$ cat src/rtl/arith_pkg.sv
// Shared definitions for the serial arithmetic datapath blocks.
package arith_pkg;

  // Operand width used when a block is instantiated without overriding WIDTH.
  localparam int DEFAULT_WIDTH = 8;

  // Control states of the bit-serial arithmetic units.
  typedef enum logic [1:0] {
    IDLE = 2'd0,
    RUN  = 2'd1,
    DONE = 2'd2
  } state_t;

endpackage

$ cat src/rtl/full_sub_cell.sv
// One-bit full subtractor built from gate primitives.
// d = x - y - bin (mod 2); bout is set when x < y + bin.
module full_sub_cell (
  input  logic x,
  input  logic y,
  input  logic bin,
  output logic d,
  output logic bout
);

  wire w_xy;
  wire w_notX;
  wire w_notXy;
  wire w_genBorrow;
  wire w_propBorrow;

  xor g_xy    (w_xy, x, y);
  xor g_diff  (d, w_xy, bin);
  not g_notX  (w_notX, x);
  and g_gen   (w_genBorrow, w_notX, y);
  not g_notXy (w_notXy, w_xy);
  and g_prop  (w_propBorrow, w_notXy, bin);
  or  g_bout  (bout, w_genBorrow, w_propBorrow);

endmodule

$ cat src/rtl/serial_subtractor.sv
// Bit-serial unsigned subtractor: diff = a - b, LSB first, one bit per clock.
// A controller pulses start in IDLE, waits for done, then reads diff/borrow_out,
// which stay stable until the next operation completes.
module serial_subtractor
  import arith_pkg::*;
#(
  parameter int WIDTH = DEFAULT_WIDTH
) (
  input  logic             clk,
  input  logic             rst_n,
  input  logic             start,
  input  logic [WIDTH-1:0] a,
  input  logic [WIDTH-1:0] b,
  output logic             busy,
  output logic             done,
  output logic [WIDTH-1:0] diff,
  output logic             borrow_out
);

  localparam int              CNT_W    = $clog2(WIDTH + 1);
  localparam logic [CNT_W-1:0] LAST_CNT = CNT_W'(WIDTH - 1);

  state_t           r_state;
  state_t           w_nextState;
  logic [WIDTH-1:0] r_aSh;
  logic [WIDTH-1:0] r_bSh;
  logic [WIDTH-1:0] r_resSh;
  logic [WIDTH-1:0] r_diff;
  logic             r_brw;
  logic             r_borrowOut;
  logic [CNT_W-1:0] r_cnt;
  logic             w_d;
  logic             w_bo;
  logic             w_lastBit;
  logic [WIDTH-1:0] w_resNext;

  full_sub_cell u_cell (
    .x   (r_aSh[0]),
    .y   (r_bSh[0]),
    .bin (r_brw),
    .d   (w_d),
    .bout(w_bo)
  );

  assign w_lastBit = (r_cnt == LAST_CNT);
  assign w_resNext = (r_resSh >> 1) | {w_d, {(WIDTH-1){1'b0}}};
  assign diff       = r_diff;
  assign borrow_out = r_borrowOut;

  // State register; reset aborts any operation in flight.
  always_ff @(posedge clk or negedge rst_n) begin
    if (!rst_n) r_state <= IDLE;
    else        r_state <= w_nextState;
  end

  // Next-state decode and handshake outputs; start is only honoured in IDLE.
  always_comb begin
    w_nextState = r_state;
    busy        = 1'b0;
    done        = 1'b0;
    case (r_state)
      IDLE: if (start) w_nextState = RUN;
      RUN: begin
        busy = 1'b1;
        if (w_lastBit) w_nextState = DONE;
      end
      DONE: begin
        busy        = 1'b1;
        done        = 1'b1;
        w_nextState = IDLE;
      end
      default: w_nextState = IDLE;
    endcase
  end

  // Operand shift registers, borrow flop and bit counter.
  always_ff @(posedge clk or negedge rst_n) begin
    if (!rst_n) begin
      r_aSh   <= '0;
      r_bSh   <= '0;
      r_resSh <= '0;
      r_brw   <= 1'b0;
      r_cnt   <= '0;
    end else begin
      case (r_state)
        IDLE: begin
          if (start) begin
            r_aSh <= a;
            r_bSh <= b;
            r_brw <= 1'b0;
            r_cnt <= '0;
          end
        end
        RUN: begin
          r_aSh   <= r_aSh >> 1;
          r_bSh   <= r_bSh >> 1;
          r_resSh <= w_resNext;
          r_brw   <= w_bo;
          r_cnt   <= r_cnt + CNT_W'(1);
        end
        default: ;
      endcase
    end
  end

  // Result registers load on the final RUN edge so they are valid during DONE.
  always_ff @(posedge clk or negedge rst_n) begin
    if (!rst_n) begin
      r_diff      <= '0;
      r_borrowOut <= 1'b0;
    end else if (r_state == RUN && w_lastBit) begin
      r_diff      <= w_resNext;
      r_borrowOut <= w_bo;
    end
  end

endmodule

$ cat config.mk
export PLATFORM = sky130hd
export DESIGN_NAME = serial_subtractor
export DESIGN_NICKNAME = d
export VERILOG_FILES = /design/src/rtl/arith_pkg.sv /design/src/rtl/full_sub_cell.sv /design/src/rtl/serial_subtractor.sv
export SDC_FILE = /design/constraint.sdc
export NUM_CORES = 1
export LEC_CHECK = 0
export ABC_CLOCK_PERIOD_IN_PS = 2500
export BUFFER_PORTS_ARGS = -buffer_cell sky130_fd_sc_hd__buf_4
export CORE_ASPECT_RATIO = 0.8
export CORE_MARGIN = 8
export CORE_UTILIZATION = 35
export CTS_BUF_LIST = sky130_fd_sc_hd__clkbuf_8
export DETAILED_ROUTE_END_ITERATION = 16
export SYNTH_ARGS = -nofsm -noshare
export SYNTH_HDL_FRONTEND = slang
export SYNTH_SLANG_ARGS = --single-unit
$ cat constraint.sdc
create_clock -name clk -period 2.5 [get_ports clk]
set_input_delay 0.25 -clock clk [delete_from_list [all_inputs] [get_ports clk]]
set_output_delay 0.25 -clock clk [all_outputs]
set_load 0.02 [all_outputs]
Word level (Yosys, flattened, before mapping) --
Cells that the tools add are included.
Storage, ports and cells: bits in registers 40, input bits 19, word-level logic and storage cells 41
Cells by class: add/sub/neg operators 1, eq/ne operators 5, muxes and demuxes 13, bitwise operators 8, reduce and logical (&&, ||, !) cells 6
Operators with widths (number):
- 8-bit one-hot mux with 2 select lines | 2
- 8-bit 2-to-1 mux | 2
- 7-bit by 8-bit OR with 8-bit output | 1
- 4-bit one-hot mux with 2 select lines | 1
- 4-bit by 1-bit adder with 4-bit output, second input constant | 1
- 4-bit by 3-bit equality test with 1-bit output, second input constant | 1
- 2-bit 2-to-1 mux | 2
- 4-bit 2-to-1 mux | 1
- 2-bit != test, second input constant | 2
- 2-bit one-hot mux with 2 select lines | 1
- 2-bit AND reduction | 2
- 1-bit 2-to-1 mux | 3
- 1-bit AND | 2
- 2-bit by 1-bit equality test with 1-bit output, second input constant | 1
- 2-bit equality test, second input constant | 1
- 2-bit logical NOT | 1
- 1-bit inverter | 2
- 1-bit one-hot mux with 2 select lines | 1
- 2-bit nonzero test | 1
- 2-bit OR reduction | 1
- 1-bit XOR | 2
- 1-bit logical AND | 1
- 1-bit OR | 1

Logic depth before layout (Yosys ltp) --
Gate-level depths: netlist of the first run.
word-level depth 5, depth in mapped cells 8, gate-level depth less buffers 5

By module --
A second synthesis of the first run with hierarchy kept.
Second synthesis, totals: cells, all modules 145, area total of the unflattened synthesis 1773.0 µm²
Modules (own cells, without submodules):
- serial_subtractor | times used 1, cells an instance 141, area an instance 1741.7 µm²
- full_sub_cell | times used 1, cells an instance 4, area an instance 31.3 µm²

Worst setup path before layout of the first run --
No wires, ideal clock.
kind reg2reg, start register r_state[0], end register r_aSh[4], setup time 0.127 ns, data arrival time 1.334 ns, data required time 2.373 ns, slack 1.040 ns, stages on the path, launching flop included 7, path buffers 2, period minus slack after synthesis 1.460 ns, cell sequence dfrtp_1 inv_1 ha_1 mux2i_1 buf_2 buf_4 o21ai_0
On the way: longest elaborated chain between the ends 3, elaborated cells between the ends (all ways) 6, those cells by class eq/ne (2); mux (1); reduce/logical (3)
RTL lines:
- start: declaration | line serial_subtractor.sv:23 | state_t r_state;
- start signal: assignment | line serial_subtractor.sv:53 | else r_state <= w_nextState;
- 2-bit by 1-bit equality test with 1-bit output / 2-bit logical NOT (equally long branches) | line serial_subtractor.sv:85 | case (r_state)
- 2-bit nonzero test (no line) / 2-bit != test (equally long branches)
- 2-bit AND reduction (no line)
- end signal: assignment | line serial_subtractor.sv:95 | r_aSh <= r_aSh >> 1;
- end: declaration | line serial_subtractor.sv:25 | logic [WIDTH-1:0] r_aSh;
Several ways; a longest one is shown, not always the timed one. A chain may end at the register's enable or synchronous reset.

Worst setup path in the final report of the first run --
start register r_state[1], end register r_diff[6], in the netlist diff[6]
On the way: longest elaborated chain between the ends 2
RTL lines:
- 2-bit by 1-bit equality test with 1-bit output | line serial_subtractor.sv:111 | end else if (r_state == RUN && w_lastBit) begin
- 1-bit logical AND | line serial_subtractor.sv:111
- end signal: assignment | line serial_subtractor.sv:112 | r_diff <= w_resNext;
- end: declaration | line serial_subtractor.sv:28 | logic [WIDTH-1:0] r_diff;
No other way between the ends.

==> results of run 1 <==
==> per-layer routing <==
metal  global-route usage, %  part of all wire, %  wire length [um]
met5                       0                    0                 0
met3                    3.01                  3.4               114
met4                    4.67                  1.9                63
met2                    15.4                   48              1590
met1                    12.7                   47              1560
==> per-stage QoR <==
stage	total power [uW]	instances	setup slack [ns]
6_report	2340	239	0.416
5_1_grt	2550	239	0.228
4_1_cts	2370	239	0.379
3_5_place_dp	1970	232	0.392
3_3_place_gp	1920	232	0.482
2_1_floorplan	1710	147	1.04
==> worst register-to-register path: stages, from the launching register on <==
cell and delay (ns):
dfrtp_1 0.38, inv_1 0.11, ha_1 0.23, buf_4 0.30, nand4b_1 0.50, mux2_2 0.46
==> report_power, final <==
group	internal [uW]	total, uW	switching, uW
registers	889	1050	159
clock network	182	381	199
logic	434	908	473
==> sequential cells by signal, summed over array words and instances, names as in the netlist <==
| register | count |
|---|---|
| r_aSh | 8 |
| r_brw | 1 |
| r_cnt | 4 |
| diff | 8 |
| borrow_out | 1 |
| r_bSh | 8 |
| r_resSh | 7 |
| r_state | 2 |
==> logic make-up after synthesis <==
group	count (synthesis)	share of synthesized area, %
flip-flops	39	56.4
AND/OR/NAND/NOR	34	9.18
AO/OA/AOI/OAI	26	8.24
buffers and inverters	13	3.69
adder cells (fa/ha/maj)	5	4.05
multiplexers	30	18.4
==> cells in the final DEF (no fill, tap or decap) <==
| master | instances |
|---|---|
| nand2b_1 | 3 |
| nor2_1 | 1 |
| a32o_1 | 1 |
| a311oi_1 | 1 |
| nor2b_1 | 2 |
| o31ai_1 | 1 |
| ha_1 | 4 |
| dfrtp_1 | 39 |
| nand3b_1 | 1 |
| nand4b_1 | 1 |
| clkbuf_8 | 5 |
| o22ai_1 | 1 |
| inv_1 | 5 |
| dlygate4sd3_1 | 1 |
| nand2_1 | 22 |
| mux2i_2 | 1 |
| buf_4 | 32 |
| or4b_1 | 1 |
| mux2_2 | 15 |
| mux2i_1 | 14 |
| o21ai_0 | 20 |
| a21oi_1 | 2 |
| fa_1 | 1 |
| nand3_1 | 3 |
==> cell usage after synthesis, drive strengths merged <==
master and number:
dfrtp 39, nand2 22, o21ai 20, mux2 15, mux2i 15, buf 8, ha 4, inv 4
nand2b 3, nand3 3, a21oi 2, nor2b 2, a311oi 1, a32o 1, clkbuf 1, fa 1
nand3b 1, nand4b 1, nor2 1, o22ai 1, o31ai 1, or4b 1
==> layout make-up <==
type / count / area, um^2
tap: 62 / 77.6
timing repair buffer: 33 / 250
fill: 479 / 2810
multi-input combinational: 95 / 694
clock buffer: 5 / 68.8
inverter: 4 / 15.0
clock inverter: 1 / 3.75
sequential: 39 / 976
==> worst max path at each step <==
stage                                      start              endpoint  slack (ns)  cells past startpoint
final                     r_state[1]$_DFFE_PN0P_   diff[6]$_DFFE_PN0P_        0.42                      5
after CTS                 r_state[1]$_DFFE_PN0P_   diff[6]$_DFFE_PN0P_        0.38                      5
after global routing      r_state[1]$_DFFE_PN0P_   diff[5]$_DFFE_PN0P_        0.23                      5
after global placement    r_state[1]$_DFFE_PN0P_   diff[5]$_DFFE_PN0P_        0.48                      5
after detailed placement  r_state[1]$_DFFE_PN0P_   diff[6]$_DFFE_PN0P_        0.39                      5
after floorplan           r_state[0]$_DFFE_PN0P_  r_aSh[4]$_DFFE_PN0P_        1.04                      6
==> what timing repair did <==
item	in CTS	in global routing
gates resized for setup	0	0
endpoints found under the setup margin	0	0
hold endpoints to repair	39	0
hold buffers	1	0
==> impl_metrics.env, run 1 <==
export IMPL_slew_headroom_pct=61.1
export IMPL_rr_endpoint="diff[6]$_DFFE_PN0P_"
export IMPL_rsz0062_at_grt="false"
export IMPL_finalCriticalPeriod_ns=2.08
export IMPL_netlist_top_cell_by_area="dfrtp_1"
export IMPL_wl_um=3330
export IMPL_clock_path_buffers=2
export IMPL_fp_row_count=23
export IMPL_setup_viol=0
export IMPL_insertion_delay_ns=0.28
export IMPL_syn_inst=147
export IMPL_dpl_cell_area_um2=2000
export IMPL_routed_via_density=4.92
export IMPL_nets=202
export IMPL_numPortBuffers=29
export IMPL_synth_seq_cells=39
export IMPL_whs_path_depth=3
export IMPL_drt_initial_drc_count=48
export IMPL_drt_first_pass_iters=6
export IMPL_detail_route_wl_per_cell_um=13.9
export IMPL_r2r_cells=5
export IMPL_critPathMaxFanout=20
export IMPL_antenna_found_initial=0
export IMPL_drive_gt1_share_pct=29.9
export IMPL_place_congestion=0.697
export IMPL_yosys_top_cells_area="dfrtp_1 56%, mux2_2 9.8%, mux2i_1 8.7%"
export IMPL_worst_path_buf_inv=2
export IMPL_fin_setup_tns_ns=0
export IMPL_outcome="complete, no violations"
export IMPL_p_per_area_nw_per_um2=1120
export IMPL_postLayoutCoreUtil_pct=42.6
export IMPL_cts_clk_slew_worst_paths_ns=0.07
export IMPL_ant_nets=0
export IMPL_drv_slew=0
export IMPL_ys_types=23
export IMPL_worstHoldStart="b[7]"
export IMPL_grt_pass1_vias=1256
export IMPL_required_ns=2.67
export IMPL_clock_fmax_mhz=480
export IMPL_design_area_um2=2090
export IMPL_p_leak_uw=0.00100
export IMPL_grt_first_pass_wirelength_um=5900
export IMPL_initial_core_util_pct=35.4
export IMPL_drv_cap=0
export IMPL_crit_family="simple AND/OR/NAND/NOR gates"
export IMPL_drc=0
export IMPL_skew_ns=0.00290
export IMPL_synth_top_area_share_pct=56.4
export IMPL_cp_cell_sequence="inv_1 > ha_1 > buf_4 > nand4b_1 > mux2_2"
export IMPL_whs_endpoint="r_bSh[7]$_DFFE_PN0P_"
export IMPL_synth_area_um2=1730
export IMPL_timing_final_hold_violations=0
export IMPL_vias=1177
export IMPL_max_stage_delay_ns=0.49
export IMPL_grt_usage_pct=10.0
export IMPL_tightest_slew_ns=0.572
export IMPL_areaGrowthSynthToFinish_pct=20.5
export IMPL_cts_tree="yes"
export IMPL_hold_class="input port to register"
export IMPL_die_x_um=94.6
export IMPL_diodes=0
export IMPL_avgSynthCellArea_um2=11.8
export IMPL_cts_buffers_inserted=5
export IMPL_die_area_um2=7460
export IMPL_worst_setup_path_end_kind="register"
export IMPL_r2r_start="r_state[1]$_DFFE_PN0P_"
export IMPL_htreeDepth=2
export IMPL_syn_num_nets=171
export IMPL_yosys_warnings=0
export IMPL_hpwl_um=2390
export IMPL_period_share_pct=83.4
export IMPL_reg2reg_slack_ns=0.42
export IMPL_postCtsSetupBuffers=0
export IMPL_arrival_ns=2.25
export IMPL_worst_setup_path_type="register to register"
export IMPL_num_io_pins=30
export IMPL_ctsRootBufferMaster="clkbuf_8"
export IMPL_worst_path_max_delay_cell="nand4b_1"
export IMPL_cp_start_kind="register"
export IMPL_ys_seq_area_share_pct=56.4
export IMPL_grt_overflow_total=0
export IMPL_hold_slack_ns=0.231
export IMPL_core_area_um2=4890
export IMPL_vdd_drop_max_mv=0.336
export IMPL_die_y_um=78.9
export IMPL_clock_sinks=39
export IMPL_grt_max_degree=40
Power figures use the tool's default switching activity.
==> run 2: changes to the inputs <==
--- a/config.mk
+++ b/config.mk
@@ -5,7 +5,7 @@
 export SDC_FILE = /design/constraint.sdc
 export NUM_CORES = 1
 export LEC_CHECK = 0
-export ABC_CLOCK_PERIOD_IN_PS = 2500
+export ABC_CLOCK_PERIOD_IN_PS = 1670
 export BUFFER_PORTS_ARGS = -buffer_cell sky130_fd_sc_hd__buf_4
 export CORE_ASPECT_RATIO = 0.8
 export CORE_MARGIN = 8
==> constraint.sdc (replaced) <==
create_clock -name clk -period 1.67 [get_ports clk]
set_input_delay 0.167 -clock clk [delete_from_list [all_inputs] [get_ports clk]]
set_output_delay 0.167 -clock clk [all_outputs]
set_load 0.02 [all_outputs]
==> impl_metrics.env, run 2 (synthesized netlist as in run 1, its figures left out) <==
export IMPL_outcome="complete, no violations"
export IMPL_postLayoutCoreUtil_pct=44.4
export IMPL_clkPwrFrac_pct=18.3
export IMPL_drv_slew=0
export IMPL_multi_input_area_um2=706
export IMPL_worst_setup_path_end_kind="register"
export IMPL_numPortBuffers=29
export IMPL_clock_path_buffers=2
export IMPL_fp_row_count=23
export IMPL_p_per_area_nw_per_um2=1720
export IMPL_initial_core_util_pct=35.4
export IMPL_layoutNonFillerInstCount=245
export IMPL_hpwl_um=2380
export IMPL_grt_max_degree=40
export IMPL_layout_common_cells="39 x dfrtp_1, 33 x buf_4, 22 x nand2_1"
export IMPL_dp_cells=235
export IMPL_required_ns=1.90
export IMPL_die_y_um=78.9
export IMPL_vias=1164
export IMPL_p_leak_uw=0.00104
export IMPL_hold_class="input port to register"
export IMPL_place_congestion=0.775
export IMPL_swShare_pct=34.4
export IMPL_sequentialPowerShare_pct=41.8
export IMPL_wl_um=3320
export IMPL_cts_tree="yes"
export IMPL_diodes=0
export IMPL_num_io_pins=30
export IMPL_cts_buffers_inserted=5
export IMPL_ant_nets=0
export IMPL_grt_overflow_total=0
export IMPL_critPathMaxFanout=4
export IMPL_postCtsSetupBuffers=0
export IMPL_final_common_cell="dfrtp_1"
export IMPL_drc=0
export IMPL_nFillCells=483
export IMPL_switching_power_uw=1290
export IMPL_htreeDepth=2
export IMPL_power_uw=3740
export IMPL_drv_cap=0
export IMPL_nets=206
export IMPL_pwr_share_comb_pct=39.9
export IMPL_tightest_slew_ns=0.475
export IMPL_rsz0062_at_grt="false"
export IMPL_finalWorstSetupSlack_ns=0.122
export IMPL_clock_sinks=39
export IMPL_clock_fmax_mhz=646
export IMPL_slew_headroom_pct=68.4
export IMPL_grt_first_pass_wirelength_um=5580
export IMPL_fin_setup_tns_ns=0
export IMPL_arrival_ns=1.77
export IMPL_timing_final_hold_violations=0
export IMPL_cp_start_kind="register"
export IMPL_setup_viol=0
export IMPL_skew_ns=0.00867
export IMPL_ctsRootBufferMaster="clkbuf_8"
export IMPL_p_int_uw=2450
export IMPL_pre_cts_slack_ns=0.0587
export IMPL_drive_gt1_share_pct=32.8
export IMPL_die_area_um2=7460
export IMPL_routed_via_density=4.75
export IMPL_antenna_found_initial=0
export IMPL_vdd_drop_max_mv=0.558
export IMPL_area_sequential_um2=976
export IMPL_worst_setup_path_type="register to register"
export IMPL_grt_usage_pct=9.37
export IMPL_drt_first_pass_iters=4
export IMPL_finalCriticalPeriod_ns=1.55
export IMPL_period_share_pct=92.7
export IMPL_cts_clk_slew_worst_paths_ns=0.08
export IMPL_grt_pass1_vias=1190
export IMPL_areaGrowthSynthToFinish_pct=25.5
export IMPL_detail_route_wl_per_cell_um=13.6
export IMPL_drt_initial_drc_count=65
export IMPL_die_x_um=94.6
export IMPL_core_area_um2=4890
export IMPL_insertion_delay_ns=0.29
[run 2: cell type report]
class	instances	area share [%]
sequential	39	45.0
multi-input combinational	95	32.5
timing repair buffer	37	13.7
clock buffer	7	4.44
tap	62	3.57
inverter	4	0.692
clock inverter	1	0.173
[run 2: repair_timing]
action / CTS / global route
endpoints found under the hold margin: 39 / 0
gates resized for setup: 0 / 4
hold buffers: 1 / 0
endpoints found under the setup margin: 0 / 13
[run 2: final timing paths]
path                                             start                    to  slack [ns]  depth (start not counted)
worst max-delay path            r_state[0]$_DFFE_PN0P_  r_cnt[3]$_DFFE_PN0P_        0.12                          5
min in group asynchronous                        rst_n  r_bSh[2]$_DFFE_PN0P_        0.39                          2
worst min-delay path                              b[7]  r_bSh[7]$_DFFE_PN0P_        0.14                          3
max in group asynchronous                        rst_n   diff[2]$_DFFE_PN0P_        0.94                          2
worst max register to register  r_state[0]$_DFFE_PN0P_  r_cnt[3]$_DFFE_PN0P_        0.12                          5
worst min register to register    r_aSh[7]$_DFFE_PN0P_  r_aSh[7]$_DFFE_PN0P_        0.49                          2
[run 2: per-stage QoR]
stage                     hold slack (ns)  cell area, um^2
after floorplan                    -0.129             1730
after global placement              0.157             2040
after detailed placement            0.163             2040
after CTS                           0.140             2150
after global routing                0.149             2170
final                               0.137             2170
[run 2: power by group through the flow]
stage | sequential (uW) | clock [uW] | combinational (uW)
final | 1560 | 684 | 1490
after global routing | 1630 | 731 | 1650
after CTS | 1570 | 697 | 1450
after detailed placement | 1580 | 0 | 1440
after global placement | 1570 | 0 | 1390
after floorplan | 1580 | 0 | 976
[run 2: routing by layer]
| metal | global-route usage, % | vias up | share of wire [%] |
|---|---|---|---|
| li1 | - | 577 | - |
| met1 | 12.1 | 564 | 47 |
| met4 | 5.60 | 0 | 2.5 |
| met5 | 0 | - | 0 |
| met2 | 14.3 | 16 | 48 |
| met3 | 1.88 | 7 | 2.9 |
[run 2: critical path: stages, from the launching register on]
cell     delay, ns
dfrtp_1       0.37
inv_1         0.09
ha_2          0.23
mux2i_4       0.21
or4b_1        0.50
nand3_1       0.10
